--- config.mk ---
export PLATFORM = sky130hd
export DESIGN_NAME = dpll_config_slew
export DESIGN_NICKNAME = d
export VERILOG_FILES = /design/src/rtl/dpll_config_slew.sv
export SDC_FILE = /design/constraint.sdc
export NUM_CORES = 1
export LEC_CHECK = 0
export ABC_AREA = 1
export BUFFER_PORTS_ARGS = -buffer_cell sky130_fd_sc_hd__buf_4
export CAP_MARGIN = 15
export CORE_MARGIN = 2
export CORE_UTILIZATION = 35
export CTS_BUF_LIST = sky130_fd_sc_hd__clkbuf_8
export CTS_CLUSTER_DIAMETER = 100
export DETAILED_ROUTE_END_ITERATION = 7
export RECOVER_POWER = 100
export SLEW_MARGIN = 25
export SYNTH_ARGS = -nofsm -noshare
export SYNTH_HDL_FRONTEND = slang
export SYNTH_SLANG_ARGS = --single-unit
--- constraint.sdc ---
create_clock -name busClk -period 1.3 [get_ports busClk]
set_input_delay 0.13 -clock busClk [delete_from_list [all_inputs] [get_ports busClk]]
set_output_delay 0.13 -clock busClk [all_outputs]
set_load 0.01 [all_outputs]
--- src/rtl/dpll_config_slew.sv ---
// dpll_config_slew
// ----------------------------------------------------------------------------
// busClk-domain register bank that drives the digital PLL's quasi-static
// controls. Processor writes land in staging registers. A commit makes them
// live together. With the slew engine built in, the live centerFreq ramps
// toward the committed target in programmable steps instead of jumping.
//
// Build option:
//   DPLL_FREQ_SLEW_EN  defined   -> slew engine (IDLE/SLEW machine, SLEW_CFG).
//                      undefined -> every commit applies centerFreq at once,
//                                   slewBusy is tied low, SLEW_CFG reads 0.
//
// Ports:
//   busClk          in   clock for all logic
//   reset           in   synchronous, active-high reset
//   addr[12:0]      in   bus address; block select addr[12:5], offset addr[4:2]
//   dataIn[31:0]    in   write data
//   wr0..wr3        in   byte-lane write strobes ([7:0] .. [31:24])
//   dataOut[31:0]   out  combinational read data
//   centerFreq      out  live NCO center frequency
//   loopGain        out  live loop gain
//   feedbackDivider out  live feedback divider
//   slewBusy        out  high while a ramp is in progress
//   configStrobe    out  one-cycle pulse, aligned with any live output change
//
// Register map (word offset):
//   0 FREQ_STAGE  rw  byte-writable
//   1 GAIN_STAGE  rw  loopGain [4:0] (wr0), feedbackDivider [23:16] (wr2)
//   2 CONTROL     wo  wr0 only; bit0 commit, bit1 abort (abort wins)
//   3 SLEW_CFG    rw  byte-writable; step [15:0], interval [31:16]
//   4 STATUS      ro  {29'b0, doneSticky, slewBusy, 1'b0}
//   5 LIVE_FREQ   ro  live centerFreq
// ----------------------------------------------------------------------------
module dpll_config_slew #(
  parameter logic [7:0]  SPACE_BASE = 8'h00,
  parameter logic [31:0] FREQ_RESET = 32'h0000_0000,
  parameter logic [7:0]  DIV_RESET  = 8'h01
) (
  input  logic        busClk,
  input  logic        reset,
  input  logic [12:0] addr,
  input  logic [31:0] dataIn,
  input  logic        wr0,
  input  logic        wr1,
  input  logic        wr2,
  input  logic        wr3,
  output logic [31:0] dataOut,
  output logic [31:0] centerFreq,
  output logic [4:0]  loopGain,
  output logic [7:0]  feedbackDivider,
  output logic        slewBusy,
  output logic        configStrobe
);

  // --------------------------------------------------------------------------
  // Address decode and byte-lane mask
  // --------------------------------------------------------------------------
  logic        blockSel;
  logic [2:0]  offset;
  logic [3:0]  byteEn;
  logic        anyWr;
  logic [31:0] wrMask;
  logic        wrFreq;
  logic        wrGain;
  logic        commitReq;

  assign blockSel = (addr[12:5] == SPACE_BASE);
  assign offset   = addr[4:2];
  assign byteEn   = {wr3, wr2, wr1, wr0};
  assign anyWr    = |byteEn;

  genvar gi;
  generate
    for (gi = 0; gi < 4; gi++) begin : genLaneMask
      assign wrMask[gi*8 +: 8] = {8{byteEn[gi]}};
    end
  endgenerate

  assign wrFreq = blockSel && anyWr && (offset == 3'd0);
  assign wrGain = blockSel && anyWr && (offset == 3'd1);

  // Commit only counts when abort is not requested in the same write.
  assign commitReq = blockSel && wr0 && (offset == 3'd2) && dataIn[0] && !dataIn[1];

  // --------------------------------------------------------------------------
  // Registers
  // --------------------------------------------------------------------------
  logic [31:0] freqStageReg, freqStageNext;
  logic [4:0]  gainStageReg, gainStageNext;
  logic [7:0]  divStageReg,  divStageNext;
  logic [31:0] freqLiveReg,  freqLiveNext;
  logic [4:0]  gainLiveReg,  gainLiveNext;
  logic [7:0]  divLiveReg,   divLiveNext;
  logic        doneStickyReg, doneStickyNext;
  logic        strobeReg,    strobeNext;

`ifdef DPLL_FREQ_SLEW_EN
  typedef enum logic {IDLE, SLEW} stateT;

  stateT       stateReg, stateNext;
  logic [15:0] stepReg, stepNext;
  logic [15:0] intervalReg, intervalNext;
  logic [15:0] intervalCntReg, intervalCntNext;
  logic [31:0] targetReg, targetNext;
  logic        wrSlew;
  logic        abortReq;
  logic [31:0] stepExt;
  logic [31:0] slewValue;

  assign wrSlew   = blockSel && anyWr && (offset == 3'd3);
  assign abortReq = blockSel && wr0 && (offset == 3'd2) && dataIn[1];
  assign stepExt  = {16'h0000, stepReg};

  // Next live value one step toward the target. The distance is compared
  // against the step before adding/subtracting, so the result clamps onto
  // the target and can never wrap past 0 or 2^32-1.
  always_comb begin
    slewValue = targetReg;
    if (targetReg > freqLiveReg) begin
      if ((targetReg - freqLiveReg) > stepExt) begin
        slewValue = freqLiveReg + stepExt;
      end
    end else begin
      if ((freqLiveReg - targetReg) > stepExt) begin
        slewValue = freqLiveReg - stepExt;
      end
    end
  end

  assign slewBusy = (stateReg == SLEW);
`else
  assign slewBusy = 1'b0;
`endif

  // --------------------------------------------------------------------------
  // Next-state logic
  // --------------------------------------------------------------------------
  always_comb begin
    freqStageNext  = freqStageReg;
    gainStageNext  = gainStageReg;
    divStageNext   = divStageReg;
    freqLiveNext   = freqLiveReg;
    gainLiveNext   = gainLiveReg;
    divLiveNext    = divLiveReg;
    doneStickyNext = doneStickyReg;
`ifdef DPLL_FREQ_SLEW_EN
    stateNext       = stateReg;
    stepNext        = stepReg;
    intervalNext    = intervalReg;
    intervalCntNext = intervalCntReg;
    targetNext      = targetReg;
`endif

    // Staging writes
    if (wrFreq) begin
      freqStageNext = (freqStageReg & ~wrMask) | (dataIn & wrMask);
    end
    if (wrGain) begin
      if (wr0) gainStageNext = dataIn[4:0];
      if (wr2) divStageNext  = dataIn[23:16];
    end

    // Gains go live on every commit regardless of slew state.
    if (commitReq) begin
      gainLiveNext   = gainStageReg;
      divLiveNext    = divStageReg;
      doneStickyNext = 1'b0;
    end

`ifdef DPLL_FREQ_SLEW_EN
    if (wrSlew) begin
      {intervalNext, stepNext} = ({intervalReg, stepReg} & ~wrMask) | (dataIn & wrMask);
    end

    case (stateReg)
      IDLE: begin
        if (commitReq) begin
          targetNext = freqStageReg;
          if ((stepReg == 16'h0000) || (freqStageReg == freqLiveReg)) begin
            // Nothing to ramp: land on the target right away.
            freqLiveNext   = freqStageReg;
            doneStickyNext = 1'b1;
          end else begin
            stateNext       = SLEW;
            intervalCntNext = intervalReg;
          end
        end
      end
      SLEW: begin
        if (abortReq) begin
          stateNext = IDLE;
        end else if (commitReq) begin
          // Retarget from wherever live currently is; restart the interval.
          targetNext      = freqStageReg;
          intervalCntNext = intervalReg;
        end else if (intervalCntReg != 16'h0000) begin
          intervalCntNext = intervalCntReg - 16'h0001;
        end else begin
          freqLiveNext    = slewValue;
          intervalCntNext = intervalReg;
          if (slewValue == targetReg) begin
            stateNext      = IDLE;
            doneStickyNext = 1'b1;
          end
        end
      end
      default: stateNext = IDLE;
    endcase
`else
    if (commitReq) begin
      freqLiveNext   = freqStageReg;
      doneStickyNext = 1'b1;
    end
`endif

    // Registered so the pulse lines up with the new live values.
    strobeNext = (freqLiveNext != freqLiveReg) ||
                 (gainLiveNext != gainLiveReg) ||
                 (divLiveNext  != divLiveReg);
  end

  always_ff @(posedge busClk) begin
    if (reset) begin
      freqStageReg  <= FREQ_RESET;
      gainStageReg  <= 5'h00;
      divStageReg   <= DIV_RESET;
      freqLiveReg   <= FREQ_RESET;
      gainLiveReg   <= 5'h00;
      divLiveReg    <= DIV_RESET;
      doneStickyReg <= 1'b0;
      strobeReg     <= 1'b0;
`ifdef DPLL_FREQ_SLEW_EN
      stateReg       <= IDLE;
      stepReg        <= 16'h0000;
      intervalReg    <= 16'h0000;
      intervalCntReg <= 16'h0000;
      targetReg      <= FREQ_RESET;
`endif
    end else begin
      freqStageReg  <= freqStageNext;
      gainStageReg  <= gainStageNext;
      divStageReg   <= divStageNext;
      freqLiveReg   <= freqLiveNext;
      gainLiveReg   <= gainLiveNext;
      divLiveReg    <= divLiveNext;
      doneStickyReg <= doneStickyNext;
      strobeReg     <= strobeNext;
`ifdef DPLL_FREQ_SLEW_EN
      stateReg       <= stateNext;
      stepReg        <= stepNext;
      intervalReg    <= intervalNext;
      intervalCntReg <= intervalCntNext;
      targetReg      <= targetNext;
`endif
    end
  end

  // --------------------------------------------------------------------------
  // Outputs and read mux
  // --------------------------------------------------------------------------
  assign centerFreq      = freqLiveReg;
  assign loopGain        = gainLiveReg;
  assign feedbackDivider = divLiveReg;
  assign configStrobe    = strobeReg;

  always_comb begin
    dataOut = 32'h0000_0000;
    if (blockSel) begin
      case (offset)
        3'd0: dataOut = freqStageReg;
        3'd1: dataOut = {8'h00, divStageReg, 11'h000, gainStageReg};
`ifdef DPLL_FREQ_SLEW_EN
        3'd3: dataOut = {intervalReg, stepReg};
`endif
        3'd4: dataOut = {29'h0000_0000, doneStickyReg, slewBusy, 1'b0};
        3'd5: dataOut = freqLiveReg;
        default: dataOut = 32'h0000_0000;
      endcase
    end
  end

endmodule

==> flow_summary.rst, run 1 <==
.. list-table::
   :header-rows: 1

   * - Metric
     - Value
   * - Number of DRC markers after the initial detailed-route iteration
     - 494
   * - Core area
     - about 0.014 mm^2
   * - Levels on crit path
     - 9
   * - Failing checks
     - setup timing
   * - Category of the most critical setup path
     - primary input to output port
   * - Maximum cell stage delay along the critical path
     - 0.21 ns
   * - Routed vias
     - 6085
   * - # Max-Cap Violations
     - 0
   * - Non-filler instance count after layout
     - 1189
   * - RSZ-0062 raised after global routing
     - true
   * - Count of filler cells inserted in the layout
     - around 1300
   * - Placed cells
     - between 1000 and 1500
   * - Kind of start point of the critical path
     - primary input
   * - Worst slack, placed
     - -0.410 ns
   * - Period Utilization, post-route
     - 110%
   * - Remaining number of nets flagged by the antenna check after routing
     - 0
   * - Power after layout
     - 5.51 mW
   * - Cell variety after synth
     - 25
   * - First-pass GRT wire length
     - 30300 um
   * - Switching power total
     - 1.32 mW
   * - Gate power share
     - 9.3%
   * - Source-to-sink clock delay at the later pin of the worst-skew pair
     - 0.39 ns
   * - Synthesized area per cell
     - 6.31 um^2
   * - Area of the mapped netlist
     - approximately 0.0049 mm^2
   * - Number of nets in the synthesized netlist
     - 832
   * - I/O pin cnt
     - 130
   * - Switch share
     - a little under a quarter
   * - Clock edge transition at the registers on the reported setup and hold paths
     - 0.09 ns
   * - TritonCTS buffer count
     - 9
   * - Initial Util
     - 35.6%
   * - Part of the Yosys area used for sequential elements
     - 37.4%
   * - Die W
     - 123 um
   * - Number of global-route vias before repair
     - 5659
   * - Data arrival time at the worst-slack endpoint
     - 1.30 ns
   * - Row Count
     - 43
   * - Total internal power
     - 4.19 mW
   * - Vias per inst
     - 5.12
   * - Hold_ws
     - 0.0129 ns
   * - Utilization of the core after routing
     - approximately 58%
   * - Detailed Routing Iterations Pass 1
     - 5
   * - Antenna violations before repair
     - 0
   * - Clk network pwr share
     - 39.6%
   * - Synthesized instance count
     - about 780
   * - Count of unresolved DRC violations after routing
     - 0
   * - IR Drop Worst-Case VDD
     - 0.547 mV
   * - Max-slew violation count
     - 0
   * - Classification of the worst-slack hold path
     - primary input to register
   * - Number of buffers and inverters on the critical path
     - 6
   * - Worst path slowest cell
     - nor3_4
   * - Depth of the most critical reg-to-reg path
     - 9
   * - Run status
     - finished with violations
   * - Number of synthesized register bits
     - a little over 90
   * - Global placement routability congestion
     - 0.925
   * - Post-place instance area
     - 0.00686 mm^2
   * - Lkg Pwr
     - 3.33 nW
   * - Average detailed-routed wire length per instance
     - around 17 um
   * - Number of nets in the finished design
     - around 1100
   * - Max Buffers Root-to-Sink
     - 2
   * - Sequential power share
     - 51.1%
   * - Final design area excluding fillers
     - between 0.008 and 0.009 mm^2
   * - Routed WL
     - 20500 um
   * - Shortest clock period the worst path allows after layout
     - 1.43 ns
   * - Root buf cell
     - clkbuf_8
   * - Share of layout cells above drive strength 1
     - between 30% and 40%
   * - Hold Path Cell Cnt
     - 3
   * - Worst EP required
     - 1.17 ns
   * - Final worst-path setup slack
     - -0.130 ns
   * - Cell family contributing the most delay on the critical path
     - buffers and inverters
   * - Number of warnings printed during yosys synthesis
     - 0
   * - Hold Fails Final Rpt
     - 0
   * - Multi-input gate area in the final layout
     - 0.00300 mm^2
   * - Total global routing track utilization
     - 26.7%
   * - Ordered cell list for the critical path
     - buf_8 > inv_4 > buf_6 > nor3_4 > buf_6 > buf_12 > nand2_4 > a31oi_4 > buf_6
   * - Grt total ovfl
     - 0
   * - Vertical extent of the die
     - 123 um
   * - Category of the worst setup path capture point
     - output port
   * - Clock sink count
     - 92
   * - Growth of design area from synthesis to finish
     - 63.6%
   * - Clock H-tree levels
     - 3
   * - Pwr Density
     - 683 mW/mm^2
   * - Pin count of the biggest net entering global routing
     - 35
   * - Worst Clk Skew
     - 0.00840 ns
   * - Crit path top cell by count
     - buf_6
   * - HPWL after DPL
     - about 14000 um
   * - CTS tree
     - done
   * - Maximum clock rate
     - 699 MHz
   * - Number of port buffers
     - 126
   * - Total negative slack
     - -3.00 ns
   * - Finish-stage setup viols
     - 48
   * - Total inserted antenna cells
     - 0
   * - Area taken by flip-flops and latches
     - 0.00186 mm^2
   * - Crit-path max FO
     - 8
   * - Total die area
     - 0.0150 mm^2
==> logic make-up (layout without fill, tap and decap cells) <==
| group | Yosys count | after routing | share of synthesized area, % |
|---|---|---|---|
| AOI/OAI and AO/OA | 168 | 168 | 17.8 |
| buffers and inverters | 150 | 376 | 12.5 |
| DFF | 92 | 92 | 37.4 |
| other | 1 | 1 | 0.0761 |
| and+or+nand+nor | 370 | 372 | 32.2 |
==> Yosys cell counts (all sizes together) <==
cell,instances,share of area [%]
a211oi,1,0.15
a21oi,107,11
a31oi,12,1.5
buf,24,2.9
clkbuf,26,2.0
conb,1,0.076
dfxtp,92,37
inv,100,7.6
nand2,229,17
nand3,43,4.4
nand3b,1,0.15
nand4,49,6.2
nor2,44,3.7
nor3,4,0.41
o211ai,1,0.15
o21a,1,0.15
o21ai,44,4.5
o22ai,1,0.13
o41ai,1,0.33
==> cell type report <==
class | count | area share (%)
Multi-Input combinational cell | 541 | 37.2
Timing Repair Buffer | 260 | 29.5
Sequential cell | 92 | 23.1
Inverter | 100 | 4.72
Tap cell | 180 | 2.79
Clock buffer | 10 | 1.71
Clock inverter | 6 | 0.993
==> worst reg2reg max path: cells and delay by family, from the launching register on <==
family	cells	cell delay, ns
simple gates	8	0.68
flops	1	0.42
buf+inv	1	0.08
==> layer usage <==
metal / GRT usage, % / vias to the layer above / wire [um]
met5: 0 / - / 0
met4: 9.70 / 0 / 611
met3: 6.04 / 39 / 1310
met2: 43.8 / 196 / 9780
met1: 34.3 / 2845 / 8820
li1: - / 3005 / -
==> power by group through the flow <==
stage | registers (mW) | logic (mW) | clock network (mW)
finish | 2.82 | 0.510 | 2.18
floorplan | 2.88 | 0.118 | 0
CTS | 2.82 | 0.474 | 2.21
global route | 2.82 | 0.534 | 2.31
detailed placement | 2.88 | 0.360 | 0
global placement | 2.88 | 0.360 | 0
==> cells in the final DEF, fill, tap and decap left out, types with 7 or more instances in the layout <==
master | Yosys | layout
nand2_2 | 0 | 8
o21ai_1 | 0 | 27
dfxtp_2 | 0 | 16
inv_1 | 99 | 96
a31oi_4 | 0 | 7
clkbuf_8 | 0 | 10
o21ai_0 | 44 | 11
nand4_1 | 49 | 49
nor2_4 | 1 | 9
nand3_1 | 43 | 41
dfxtp_1 | 92 | 76
a21oi_1 | 107 | 81
nor2_1 | 40 | 32
buf_6 | 2 | 25
nand2_1 | 229 | 209
nand2_4 | 0 | 12
a21oi_2 | 0 | 25
buf_4 | 6 | 204
buf_12 | 0 | 12
==> path summary, 6_finish.rpt <==
check | from | endpoint | slack (ns)
hold / removal | dataIn[12] | register | 0.01
hold reg to reg | register | register | 0.48
setup reg to reg | divStageReg[7]$_SDFFE_PP0P_ | configStrobe$_SDFF_PP0_ | -0.01
setup / recovery | addr[2] | dataOut[23] | -0.13
==> repair_timing <==
action	4_1_cts	5_1_grt
gates cloned	7	3
setup endpoints to repair	33	78
hold buffers	3	0
setup buffers	16	7
gates resized for setup	101	70
pin swaps	34	13
endpoints found under the hold margin	3	0
(Power assumes the default switching activity.)
==> run 2: changes to the inputs <==
==> constraint.sdc (replaced) <==
create_clock -name busClk -period 1.63 [get_ports busClk]
set_input_delay 0.163 -clock busClk [delete_from_list [all_inputs] [get_ports busClk]]
set_output_delay 0.163 -clock busClk [all_outputs]
set_load 0.01 [all_outputs]
==> flow_summary.rst, run 2 (synthesis results as in run 1) <==
.. list-table::
   :header-rows: 1

   * - Metric
     - Value
   * - Maximum clock rate
     - ~630 MHz
   * - # Max-Cap Violations
     - 0 (unchanged)
   * - Levels on crit path
     - 7 (-2)
   * - Finish-stage setup viols
     - 0 (-100%)
   * - Worst EP required
     - 1.47 ns (+0.30 ns)
   * - Classification of the worst-slack hold path
     - primary input to register
   * - Total global routing track utilization
     - 23.3% (-3.4 points)
   * - I/O pin cnt
     - 130 (unchanged)
   * - IR Drop Worst-Case VDD
     - 0.334 mV (-39%)
   * - Count of buffers added by post-CTS timing repair for setup
     - 0 (-16)
   * - Most common cell after layout, fill and taps aside
     - nand2_1
   * - Crit path top cell by count
     - buf_4
   * - Category of the worst setup path capture point
     - output port
   * - Category of the most critical setup path
     - primary input to output port
   * - Number of nets in the finished design
     - 978 (-7.3%)
   * - Detailed Routing Iterations Pass 1
     - 5 (unchanged)
   * - Data arrival time at the worst-slack endpoint
     - 1.41 ns (+0.11 ns)
   * - Depth of the most critical reg-to-reg path
     - 9 (unchanged)
   * - Vias per inst
     - 4.99 (-2.5%)
   * - TritonCTS buffer count
     - 9 (unchanged)
   * - Non-filler instance count after layout
     - 1111 (-6.6%)
   * - Routed vias
     - 5546 (-8.9%)
   * - Hold_buf cts
     - 0 (-3)
   * - Count of unresolved DRC violations after routing
     - 0 (unchanged)
   * - Run status
     - complete, no violations
   * - Source-to-sink clock delay at the later pin of the worst-skew pair
     - 0.38 ns (about the same)
   * - Total internal power
     - 3.10 mW (-26%)
   * - Max-slew violation count
     - 0 (unchanged)
   * - Average detailed-routed wire length per instance
     - 15.7 um (-9.3%)
   * - Placed cells
     - 1096 (-3.8%)
   * - Total negative slack
     - 0 ns (+3.00 ns)
   * - Crit path to
     - dataOut[23]
   * - Core area
     - 0.0138 mm^2 (unchanged)
   * - Number of global-route vias before repair
     - 5049 (-11%)
   * - Number of port buffers
     - 126 (unchanged)
   * - Maximum cell stage delay along the critical path
     - 0.28 ns (+0.07 ns)
   * - Remaining number of nets flagged by the antenna check after routing
     - 0 (unchanged)
   * - Global placement routability congestion
     - 0.857 (-7.4%)
   * - Tightest Pin Transition
     - 0.562 ns
   * - Cell family contributing the most delay on the critical path
     - buffers and inverters
   * - Pwr Density
     - 627 mW/mm^2 (-8.2%)
   * - Growth of design area from synthesis to finish
     - 31.4%
   * - Ordered cell list for the critical path
     - buf_4 > nor3_1 > buf_4 > nand2_1 > a31oi_1 > buf_4 > buf_4
   * - Total inserted antenna cells
     - 0 (unchanged)
   * - Initial Util
     - 35.6% (unchanged)
   * - Shortest clock period the worst path allows after layout
     - 1.58 ns
   * - Vertical extent of the die
     - 123 um (unchanged)
   * - Commonest cells after routing, fill and taps aside
     - nand2_1 (228), buf_4 (133), a21oi_1 (107)
   * - Worst R2R End
     - configStrobe$_SDFF_PP0_
   * - Slew HR
     - 62.6%
   * - Post-place instance area
     - 0.00642 mm^2 (-6.3%)
   * - Total die area
     - 0.0150 mm^2 (unchanged)
   * - CTS tree
     - done
   * - Max Buffers Root-to-Sink
     - 2 (unchanged)
   * - Row Count
     - 43 (unchanged)
   * - Clock H-tree levels
     - 3 (unchanged)
   * - Worst R2R Start
     - centerFreq[10]$_SDFF_PP0_
   * - Clk network pwr share
     - 38.0% (-1.6 points)
   * - Number of DRC markers after the initial detailed-route iteration
     - 461 (-6.7%)
   * - Lkg Pwr
     - 2.48 nW (-25%)
   * - Worst path slowest cell
     - nor3_1
   * - Pin count of the biggest net entering global routing
     - 46 (+31%)
   * - Switch share
     - 23.6% (-0.39 points)
   * - Sequential power share
     - 55.4% (+4.3 points)
   * - Antenna violations before repair
     - 0 (unchanged)
   * - First-pass GRT wire length
     - 26900 um (-11%)
   * - Routed WL
     - 17400 um (-15%)
   * - HPWL after DPL
     - 12900 um (-4.6%)
   * - Clock edge transition at the registers on the reported setup and hold paths
     - 0.09 ns (about the same)
   * - Die W
     - 123 um (unchanged)
   * - Grt total ovfl
     - 0 (unchanged)
   * - Hold Fails Final Rpt
     - 0 (unchanged)
   * - Share of layout cells above drive strength 1
     - 17.8% (-20 points)
   * - Crit-path max FO
     - 12 (+4)
   * - Final design area excluding fillers
     - 0.00647 mm^2 (-20%)
   * - RSZ-0062 raised after global routing
     - true
   * - First element of the critical path
     - addr[3]
   * - Clock sink count
     - 92 (unchanged)
   * - Number of buffers and inverters on the critical path
     - 4 (-2)
   * - Switching power total
     - 956 uW (-28%)
   * - Kind of start point of the critical path
     - primary input
   * - Gate power share
     - 6.6% (-2.7 points)
   * - Reg2reg setup slack
     - 0.24 ns (+0.25 ns)
   * - Root buf cell
     - clkbuf_8
   * - Period Utilization, post-route
     - 96.7%
   * - Worst Clk Skew
     - 0.0121 ns (+0.00366 ns)
==> run 2: layer usage <==
metal | GRT usage (%) | share of wire, % | vias up
met3 | 3.16 | 6.7 | 16
met2 | 36.4 | 45 | 197
met4 | 6.90 | 1.5 | 0
met5 | 0 | 0 | -
li1 | - | - | 2829
met1 | 33.3 | 46 | 2504
==> run 2: cell type report <==
type	count	area [um^2]
Sequential cell	92	1840
Inverter	100	375
Tap cell	180	225
Clock buffer	10	138
Fill cell	1482	7350
Multi-Input combinational cell	539	2490
Timing Repair Buffer	185	1360
Clock inverter	5	46.3
==> run 2: worst min-delay path by stage <==
stage | startpoint | endpoint | slack, ns | cells past startpoint
2_1_floorplan | dataIn[16] | divStageReg[0]$_SDFFE_PP1P_ | 0.32 | 2
4_1_cts | dataIn[16] | divStageReg[0]$_SDFFE_PP1P_ | 0.04 | 3
3_5_place_dp | dataIn[16] | divStageReg[0]$_SDFFE_PP1P_ | 0.44 | 3
6_report | dataIn[16] | divStageReg[0]$_SDFFE_PP1P_ | 0.05 | 3
5_1_grt | dataIn[13] | register | 0.06 | 3
3_3_place_gp | dataIn[16] | divStageReg[0]$_SDFFE_PP1P_ | 0.44 | 3
==> run 2: repair_timing <==
item	in CTS	in global routing
resized for setup	0	4
setup endpoints to repair	0	23
endpoints found under the hold margin	0	0
==> run 2: worst min-delay path, stage by stage <==
cell and delay (ns):
buf_4 0.10, nand3_1 0.07, nand3_1 0.07
==> run 2: power by group through the flow <==
stage               sequential (mW)  clock, mW  combinational, mW
floorplan                      2.30          0             0.0878
global placement               2.30          0              0.268
detailed placement             2.30          0              0.268
CTS                            2.25       1.58              0.268
global route                   2.25       1.67              0.288
finish                         2.25       1.54              0.268
==> run 2: stage by stage <==
stage	setup WS, ns	power, mW	hold slack (ns)	util [%]
5_1_grt	-0.00131	4.20	0.0590	46.8
3_3_place_gp	-0.128	2.57	0.439	46.5
4_1_cts	0.0110	4.09	0.0369	47.8
2_1_floorplan	0.112	2.39	0.317	-
6_report	0.0540	4.06	0.0459	46.8
3_5_place_dp	-0.126	2.57	0.441	46.5
